===== src/rtl/memory_register_bank_if.sv =====
// Request/response bundle for memory_register_bank: write, delete and read strobes plus occupancy status.
// The master drives requests; the slave (the bank) returns read responses and occupancy.
interface memory_register_bank_if #(
    parameter int WIDTH = 32,
    parameter int DEPTH = 8
);
    localparam int IDX_W = $clog2(DEPTH);

    logic             wr_en;
    logic [IDX_W-1:0] wr_idx;
    logic [WIDTH-1:0] wr_data;
    logic             del_en;
    logic [IDX_W-1:0] del_idx;
    logic             rd_en;
    logic [IDX_W-1:0] rd_idx;
    logic             rd_valid;
    logic             rd_hit;
    logic [WIDTH-1:0] rd_data;
    logic             parity_err;
    logic [IDX_W-1:0] free_idx;
    logic [IDX_W:0]   count;
    logic             full;
    logic             empty;

    modport master (
        output wr_en, wr_idx, wr_data, del_en, del_idx, rd_en, rd_idx,
        input  rd_valid, rd_hit, rd_data, parity_err, free_idx, count, full, empty
    );

    modport slave (
        input  wr_en, wr_idx, wr_data, del_en, del_idx, rd_en, rd_idx,
        output rd_valid, rd_hit, rd_data, parity_err, free_idx, count, full, empty
    );
endinterface


===== src/rtl/memory_register_bank.sv =====
// Valid-tagged register bank with write/delete/read ports and occupancy tracking; optional even parity via MEMORY_REGISTER_BANK_PARITY_EN.
// Reads answer one cycle after rd_en; no backpressure, every request is accepted or ignored the same cycle.
module memory_register_bank #(
    parameter int WIDTH = 32,
    parameter int DEPTH = 8
) (
    input  logic                   clk,
    input  logic                   rst_n,
    memory_register_bank_if.slave  bus
);
    localparam int IDX_W = $clog2(DEPTH);

    logic [DEPTH-1:0] valid_q, valid_d;
    logic [WIDTH-1:0] data_q [DEPTH];
    logic [WIDTH-1:0] data_d [DEPTH];
    logic [IDX_W:0]   count_q, count_d;
    logic             rd_valid_q, rd_valid_d;
    logic             rd_hit_q, rd_hit_d;
    logic [WIDTH-1:0] rd_data_q, rd_data_d;
    logic [IDX_W-1:0] free_idx;

`ifdef MEMORY_REGISTER_BANK_PARITY_EN
    logic [DEPTH-1:0] par_q, par_d;
    logic             parity_err_q, parity_err_d;
`endif

    // Out-of-range indices never match a loop index, so they fall through with no effect.
    always_comb begin
        valid_d    = valid_q;
        data_d     = data_q;
        count_d    = '0;
        rd_valid_d = bus.rd_en;
        rd_hit_d   = rd_hit_q;
        rd_data_d  = rd_data_q;
`ifdef MEMORY_REGISTER_BANK_PARITY_EN
        par_d        = par_q;
        parity_err_d = parity_err_q;
`endif
        if (bus.rd_en) begin
            rd_hit_d  = 1'b0;
            rd_data_d = '0;
`ifdef MEMORY_REGISTER_BANK_PARITY_EN
            parity_err_d = 1'b0;
`endif
        end
        for (int i = 0; i < DEPTH; i++) begin
            if (bus.rd_en && bus.rd_idx == IDX_W'(i) && valid_q[i]) begin
                rd_hit_d  = 1'b1;
                rd_data_d = data_q[i];
`ifdef MEMORY_REGISTER_BANK_PARITY_EN
                parity_err_d = (^data_q[i]) != par_q[i];
`endif
            end
            if (bus.del_en && bus.del_idx == IDX_W'(i)) begin
                valid_d[i] = 1'b0;
                data_d[i]  = '0;
`ifdef MEMORY_REGISTER_BANK_PARITY_EN
                par_d[i] = 1'b0;
`endif
            end
            // Write is applied after delete so a same-index collision leaves the entry written.
            if (bus.wr_en && bus.wr_idx == IDX_W'(i)) begin
                valid_d[i] = 1'b1;
                data_d[i]  = bus.wr_data;
`ifdef MEMORY_REGISTER_BANK_PARITY_EN
                par_d[i] = ^bus.wr_data;
`endif
            end
            count_d = count_d + {{IDX_W{1'b0}}, valid_d[i]};
        end
    end

    always_comb begin
        free_idx = '0;
        for (int i = DEPTH - 1; i >= 0; i--) begin
            if (!valid_q[i]) begin
                free_idx = IDX_W'(i);
            end
        end
    end

    always_ff @(posedge clk) begin
        if (!rst_n) begin
            valid_q    <= '0;
            data_q     <= '{default: '0};
            count_q    <= '0;
            rd_valid_q <= 1'b0;
            rd_hit_q   <= 1'b0;
            rd_data_q  <= '0;
`ifdef MEMORY_REGISTER_BANK_PARITY_EN
            par_q        <= '0;
            parity_err_q <= 1'b0;
`endif
        end else begin
            valid_q    <= valid_d;
            data_q     <= data_d;
            count_q    <= count_d;
            rd_valid_q <= rd_valid_d;
            rd_hit_q   <= rd_hit_d;
            rd_data_q  <= rd_data_d;
`ifdef MEMORY_REGISTER_BANK_PARITY_EN
            par_q        <= par_d;
            parity_err_q <= parity_err_d;
`endif
        end
    end

    assign bus.rd_valid = rd_valid_q;
    assign bus.rd_hit   = rd_hit_q;
    assign bus.rd_data  = rd_data_q;
    assign bus.count    = count_q;
    assign bus.free_idx = free_idx;
    assign bus.full     = count_q == (IDX_W+1)'(DEPTH);
    assign bus.empty    = count_q == '0;
`ifdef MEMORY_REGISTER_BANK_PARITY_EN
    assign bus.parity_err = parity_err_q;
`else
    assign bus.parity_err = 1'b0;
`endif
endmodule


===== src/flat_wrapper.sv =====
// flat-port wrapper written by rule: the top's interface ports become plain ports
module memory_register_bank_flat 
#(
    parameter int WIDTH = 32,
    parameter int DEPTH = 8
)
  (clk, rst_n, bus_wr_en, bus_wr_idx, bus_wr_data, bus_del_en, bus_del_idx, bus_rd_en, bus_rd_idx, bus_rd_valid, bus_rd_hit, bus_rd_data, bus_parity_err, bus_free_idx, bus_count, bus_full, bus_empty);
  memory_register_bank_if #(.WIDTH(WIDTH), .DEPTH(DEPTH)) bus_i ();
  input  logic clk;
  input  logic rst_n;
  input wire logic [$bits(bus_i.wr_en)-1:0] bus_wr_en;
  input wire logic [$bits(bus_i.wr_idx)-1:0] bus_wr_idx;
  input wire logic [$bits(bus_i.wr_data)-1:0] bus_wr_data;
  input wire logic [$bits(bus_i.del_en)-1:0] bus_del_en;
  input wire logic [$bits(bus_i.del_idx)-1:0] bus_del_idx;
  input wire logic [$bits(bus_i.rd_en)-1:0] bus_rd_en;
  input wire logic [$bits(bus_i.rd_idx)-1:0] bus_rd_idx;
  output wire logic [$bits(bus_i.rd_valid)-1:0] bus_rd_valid;
  output wire logic [$bits(bus_i.rd_hit)-1:0] bus_rd_hit;
  output wire logic [$bits(bus_i.rd_data)-1:0] bus_rd_data;
  output wire logic [$bits(bus_i.parity_err)-1:0] bus_parity_err;
  output wire logic [$bits(bus_i.free_idx)-1:0] bus_free_idx;
  output wire logic [$bits(bus_i.count)-1:0] bus_count;
  output wire logic [$bits(bus_i.full)-1:0] bus_full;
  output wire logic [$bits(bus_i.empty)-1:0] bus_empty;
  assign bus_i.wr_en = bus_wr_en;
  assign bus_i.wr_idx = bus_wr_idx;
  assign bus_i.wr_data = bus_wr_data;
  assign bus_i.del_en = bus_del_en;
  assign bus_i.del_idx = bus_del_idx;
  assign bus_i.rd_en = bus_rd_en;
  assign bus_i.rd_idx = bus_rd_idx;
  assign bus_rd_valid = bus_i.rd_valid;
  assign bus_rd_hit = bus_i.rd_hit;
  assign bus_rd_data = bus_i.rd_data;
  assign bus_parity_err = bus_i.parity_err;
  assign bus_free_idx = bus_i.free_idx;
  assign bus_count = bus_i.count;
  assign bus_full = bus_i.full;
  assign bus_empty = bus_i.empty;
  memory_register_bank #(.WIDTH(WIDTH), .DEPTH(DEPTH)) u_core (.clk(clk), .rst_n(rst_n), .bus(bus_i));
endmodule

===== config.mk =====
export PLATFORM = sky130hd
export DESIGN_NAME = memory_register_bank_flat
export DESIGN_NICKNAME = d
export VERILOG_FILES = /design/src/rtl/memory_register_bank_if.sv /design/src/rtl/memory_register_bank.sv /design/src/flat_wrapper.sv
export SDC_FILE = /design/constraint.sdc
export NUM_CORES = 1
export LEC_CHECK = 0
export CAP_MARGIN = 20
export CORE_MARGIN = 2
export CORE_UTILIZATION = 45
export CTS_BUF_LIST = sky130_fd_sc_hd__clkbuf_8
export CTS_CLUSTER_DIAMETER = 40
export DETAILED_ROUTE_END_ITERATION = 12
export GPL_TIMING_DRIVEN = 0
export PLACE_DENSITY = 0.7
export SYNTH_ARGS = -nofsm -noshare
export SYNTH_HDL_FRONTEND = slang
export SYNTH_SLANG_ARGS = --single-unit

===== constraint.sdc =====
create_clock -name clk -period 3.8 [get_ports clk]
set_input_delay 0.76 -clock clk [delete_from_list [all_inputs] [get_ports clk]]
set_output_delay 0.76 -clock clk [all_outputs]
set_load 0.02 [all_outputs]

==> qor_table.md <==
| Stage | Parameter | Value |
|---|---|---|
| cells and area | Core utilization of the finished layout | 0.528 |
| cells and area | Area Overhead vs Synth | 16.3% |
| yosys | EDFF count, synth | 0 |
| yosys | Simple-gate share of the synthesized area | 0.185 |
| critical path | Worst Path Arrival | 2.90 ns |
| yosys | Primary FF master, synth | dfxtp_1 |
| yosys | Area share of xor/xnor cells in the synthesized design | 0.000634 |
| routing | Via-per-instance ratio | 6.52 |
| yosys | Unique cell type count in the Yosys netlist | 48 |
| yosys | Total number of yosys warnings | 0 |
| floorplanning | Area of the die | 32,100 um2 |
| critical path | Critical Path Slowest Stage Cell | clkdlybuf4s50_1 |
| critical path | Critical path class | reg2out |
| power and ir drop | Leakage power of the design | 5.18 nW |
| critical path | Required time at the endpoint of the critical path | 3.04 ns |
| routing | Vias after detailed routing | 13,000 |
| yosys | Multiplexer area fraction after synthesis | 0.000815 |
| clock tree | CTS tree | done |
| clock tree | Sink count of the clock tree | 302 |
| yosys | Top cell types by occurrence after synthesis | dfxtp_1, nor2b_1, a22oi_1, clkbuf_1, nand3_1 |
| hold path | Depth of the worst hold-timing path | 2 |
| yosys | Post-Syn Area | 13,800 um2 |
| critical path | CP peak stage delay | 0.71 ns |
| timing | Unrepaired setup endpoints after global routing | no |
| timing | Max transition margin | 0.366 |
| yosys | Mean Syn Cell Area | 9.55 um2 |
| routing | Detailed Route WL | 50.2 mm |
| routing | DR pass1 iterations | 6 |
| hold path | Min-Delay Startpoint | bus_rd_en |
| yosys | Area share of the leading cell type in the synthesized netlist | 0.438 |
| yosys | Synth Register Bits | 302 |
| cells and area | Share of final-layout standard cells stronger than drive strength 1 | 0.146 |
| timing | Maximum clock frequency | 273 MHz |
| routing | Per-cell routed wire length | 25.2 um |
| timing | Final hold violation count | 0 |
| power and ir drop | Power density over the cells | 436 nW/um2 |
| yosys | Fraction of the mapped netlist area in adder cells | 0.00851 |
| placed design | DPL Wire Length | 33.5 mm |
| clock tree | Max clock buf depth | 3 |
| global route | Final global-route overflow total | 0 |
| clock tree | Clock Pin Slew Worst Setup and Hold Paths | 0.06 ns |
| floorplanning | Initial standard-cell utilization of the core | 0.454 |
| flow run | Max-cap violations | 0 |
| floorplanning | Width of the chip | 179 um |
| run status | Result of the run | finished clean |
| clock tree | H-tree levels | 2 |
| hold path | Path type of the worst min-delay path | in2reg |
| timing | Worst clock skew | 0.0116 ns |
| critical path | Startpoint of the lowest-slack register-to-register path | u_core.valid_q[2]$_SDFF_PN0_ |
| yosys | Cell count after synthesis | 1,446 |
| floorplanning | I/O pins | 90 |
| global route | Antenna violations before repair | 1 |
| routing | Antenna viol nets, final | 0 |
| yosys | Compound-gate portion of the synthesized area | 0.303 |
| critical path | Setup slack on the worst flop-to-flop path | 0.23 ns |
| clock tree | Clock root buffer | clkbuf_8 |
| critical path | CP Max Fanout | 10 |
| yosys | Mapped Nets | 1,499 |
| yosys | Share of flip-flops with an asynchronous set or reset after synthesis | 0 |
| routing | DRC marker count from the first detailed-route iteration | 1,768 |
| critical path | Crit. End Element | output pin |
| clock tree | Clock buffer count from CTS | 53 |
| timing | Final slew viol count | 0 |
| timing | Fin Hold WS | 0.480 ns |
| cells and area | Final layout net count | 1,608 |
| placed design | Buffers added on ports | 53 |
| clock tree | Insertion delay to the later sink of the worst-skew pair | 0.59 ns |
| critical path | R2R depth | 11 |
| hold path | Worst Hold End | u_core.bus.rd_valid$_SDFF_PN0_ |
| global route | Pin count of the biggest net entering global routing | 14 |
| critical path | Endpoint of the most critical register-to-register path | u_core.bus.count[2]$_SDFF_PN0_ |
| yosys | Largest cells by area after synthesis | dfxtp_1, a22oi_1, nor2b_1 |
| timing | Final Setup Violations | 0 |
| global route | First-pass GRT wire length | 76.1 mm |
| global route | Via count of the first global-routing pass | 12,600 |
| floorplanning | Number of core rows | 64 |
| critical path | Sequence of cells on the critical path | clkinv_2 -> clkbuf_1 -> nor4_1 -> clkdlybuf4s50_1 |
| yosys | Largest family of logic cells by synthesized area | compound AO/OA/AOI/OAI gates |
| timing | Period minus WS final | 3.66 ns |
| yosys | Most area-hungry cell type in the Yosys netlist | dfxtp_1 |
| yosys | Most frequent cell after synthesis | dfxtp_1 |
| timing | Transition time at the pin with the least slew margin | 0.952 ns |
| power and ir drop | Max VDD drop | 0.329 mV |
| timing | Share of the clock period used by the worst path after layout | 0.964 |
| placed design | Final weighted congestion in routability-driven placement | 0.977 |
| global route | Global-route usage over all layers | 0.313 |
| floorplanning | Height of the die | 179 um |
| routing | Residual DRC count | 0 |
| critical path | Startpoint class of the critical path | register |
| floorplanning | Area of the core region | 30,400 um2 |
| yosys | Seq/Total Area, Yosys | 0.438 |
routing by layer:
metal | routed length [um] | vias up | global-route usage
met2 | 21900 | 765 | 0.477
met1 | 20600 | 6350 | 0.410
met3 | 5330 | 167 | 0.0865
met5 | 0 | - | 0
met4 | 2420 | 0 | 0.143
li1 | - | 5698 | -
worst max-delay path by stage:
stage / slack [ns] / cells after the start / start / end
2_1_floorplan: 0.004 / 14 / bus_wr_idx[0] / u_core.bus.count[2]$_SDFF_PN0_
3_3_place_gp: -1.09 / 11 / bus_wr_idx[1] / u_core.bus.count[1]$_SDFF_PN0_
3_5_place_dp: -1.15 / 11 / bus_wr_idx[1] / u_core.bus.count[1]$_SDFF_PN0_
4_1_cts: 0.009 / 4 / u_core.valid_q[2]$_SDFF_PN0_ / bus_free_idx[2]
5_1_grt: 0.03 / 11 / u_core.valid_q[2]$_SDFF_PN0_ / u_core.bus.count[2]$_SDFF_PN0_
6_report: 0.14 / 4 / u_core.valid_q[2]$_SDFF_PN0_ / bus_free_idx[2]
critical path: cells and delay by family, from the launching register on:
kind,cells,cell delay [ns]
buffers and inverters,3,1.31
DFF,1,0.47
and+or+nand+nor,1,0.52
layout make-up:
type / count / area [um2]
diodes: 1 / 2.50
fillers: 2796 / 14400
inverters: 9 / 35.0
clock inverters: 27 / 169
plain buffers: 195 / 877
flip-flops and latches: 302 / 6050
clock buffers: 67 / 922
well taps: 396 / 495
repair buffers: 56 / 562
multi-input cells: 938 / 6950
per-stage QoR:
step	setup slack (ns)	TNS, ns	power, mW	std cells	instance area [um2]
2_1_floorplan	0.00409	0	3.71	1446	13800
3_3_place_gp	-1.09	-3.45	3.93	1895	14900
3_5_place_dp	-1.15	-3.63	3.94	1895	14900
4_1_cts	0.00852	0	6.99	1989	16000
5_1_grt	0.0283	0	7.19	1990	16100
6_report	0.136	0	7.00	1991	16100
cell usage in the layout (no fill, tap or decap), drive strengths merged, types with 2 or more instances in the layout:
cell	Yosys	layout
clkdlybuf4s50	0	45
o221a	31	31
a221o	32	32
a21boi	32	32
and3	2	2
a2111oi	32	32
ha	3	3
dfxtp	302	302
a21o	2	2
a22oi	257	257
nor4	33	33
nand3	41	41
clkinv	2	5
nand2b	4	4
bufinv	0	2
clkbuf	159	222
clkinvlp	0	2
a31oi	2	2
fa	4	4
dlygate4sd2	0	3
buf	38	43
a222oi	31	31
o21ai	36	36
nor2b	274	274
nor3	36	36
dlymetal6s2s	0	5
and2	7	7
nor2	11	11
inv	7	27
a32oi	31	31
nand2	10	10
or2	2	2
a21oi	13	13
timing repair:
item | 4_1_cts | 5_1_grt
resized for setup | 26 | 14
pin swaps | 2 | 1
setup endpoints to repair | 5 | 3
hold buffers | 0 | 0
buffers inserted | 2 | 1
registers in the layout (all words and copies together) (netlist names):
signal               cells
u_core.bus.rd_data      32
u_core.bus.rd_hit        1
u_core.valid_q           8
u_core.bus.rd_valid      1
u_core.data_q          256
u_core.bus.count         4
power breakdown:
| group | internal [mW] | switching, mW | total, mW | leakage, nW |
|---|---|---|---|---|
| combinational | 0.221 | 0.407 | 0.628 | 2.11 |
| clock | 1.71 | 1.39 | 3.10 | 0.629 |
| sequential | 3.23 | 0.0448 | 3.28 | 2.44 |
logic make-up (layout without fill, tap and decap cells):
| family | after synthesis | after routing |
|---|---|---|
| compound gates | 502 | 502 |
| xor+xnor | 1 | 1 |
| fa+ha+maj | 7 | 7 |
| buf+inv | 206 | 354 |
| flops | 302 | 302 |
| mux | 1 | 1 |
| other cells | 1 | 2 |
| simple gates | 426 | 426 |
Note: power is estimated with default switching activity, not from simulation.
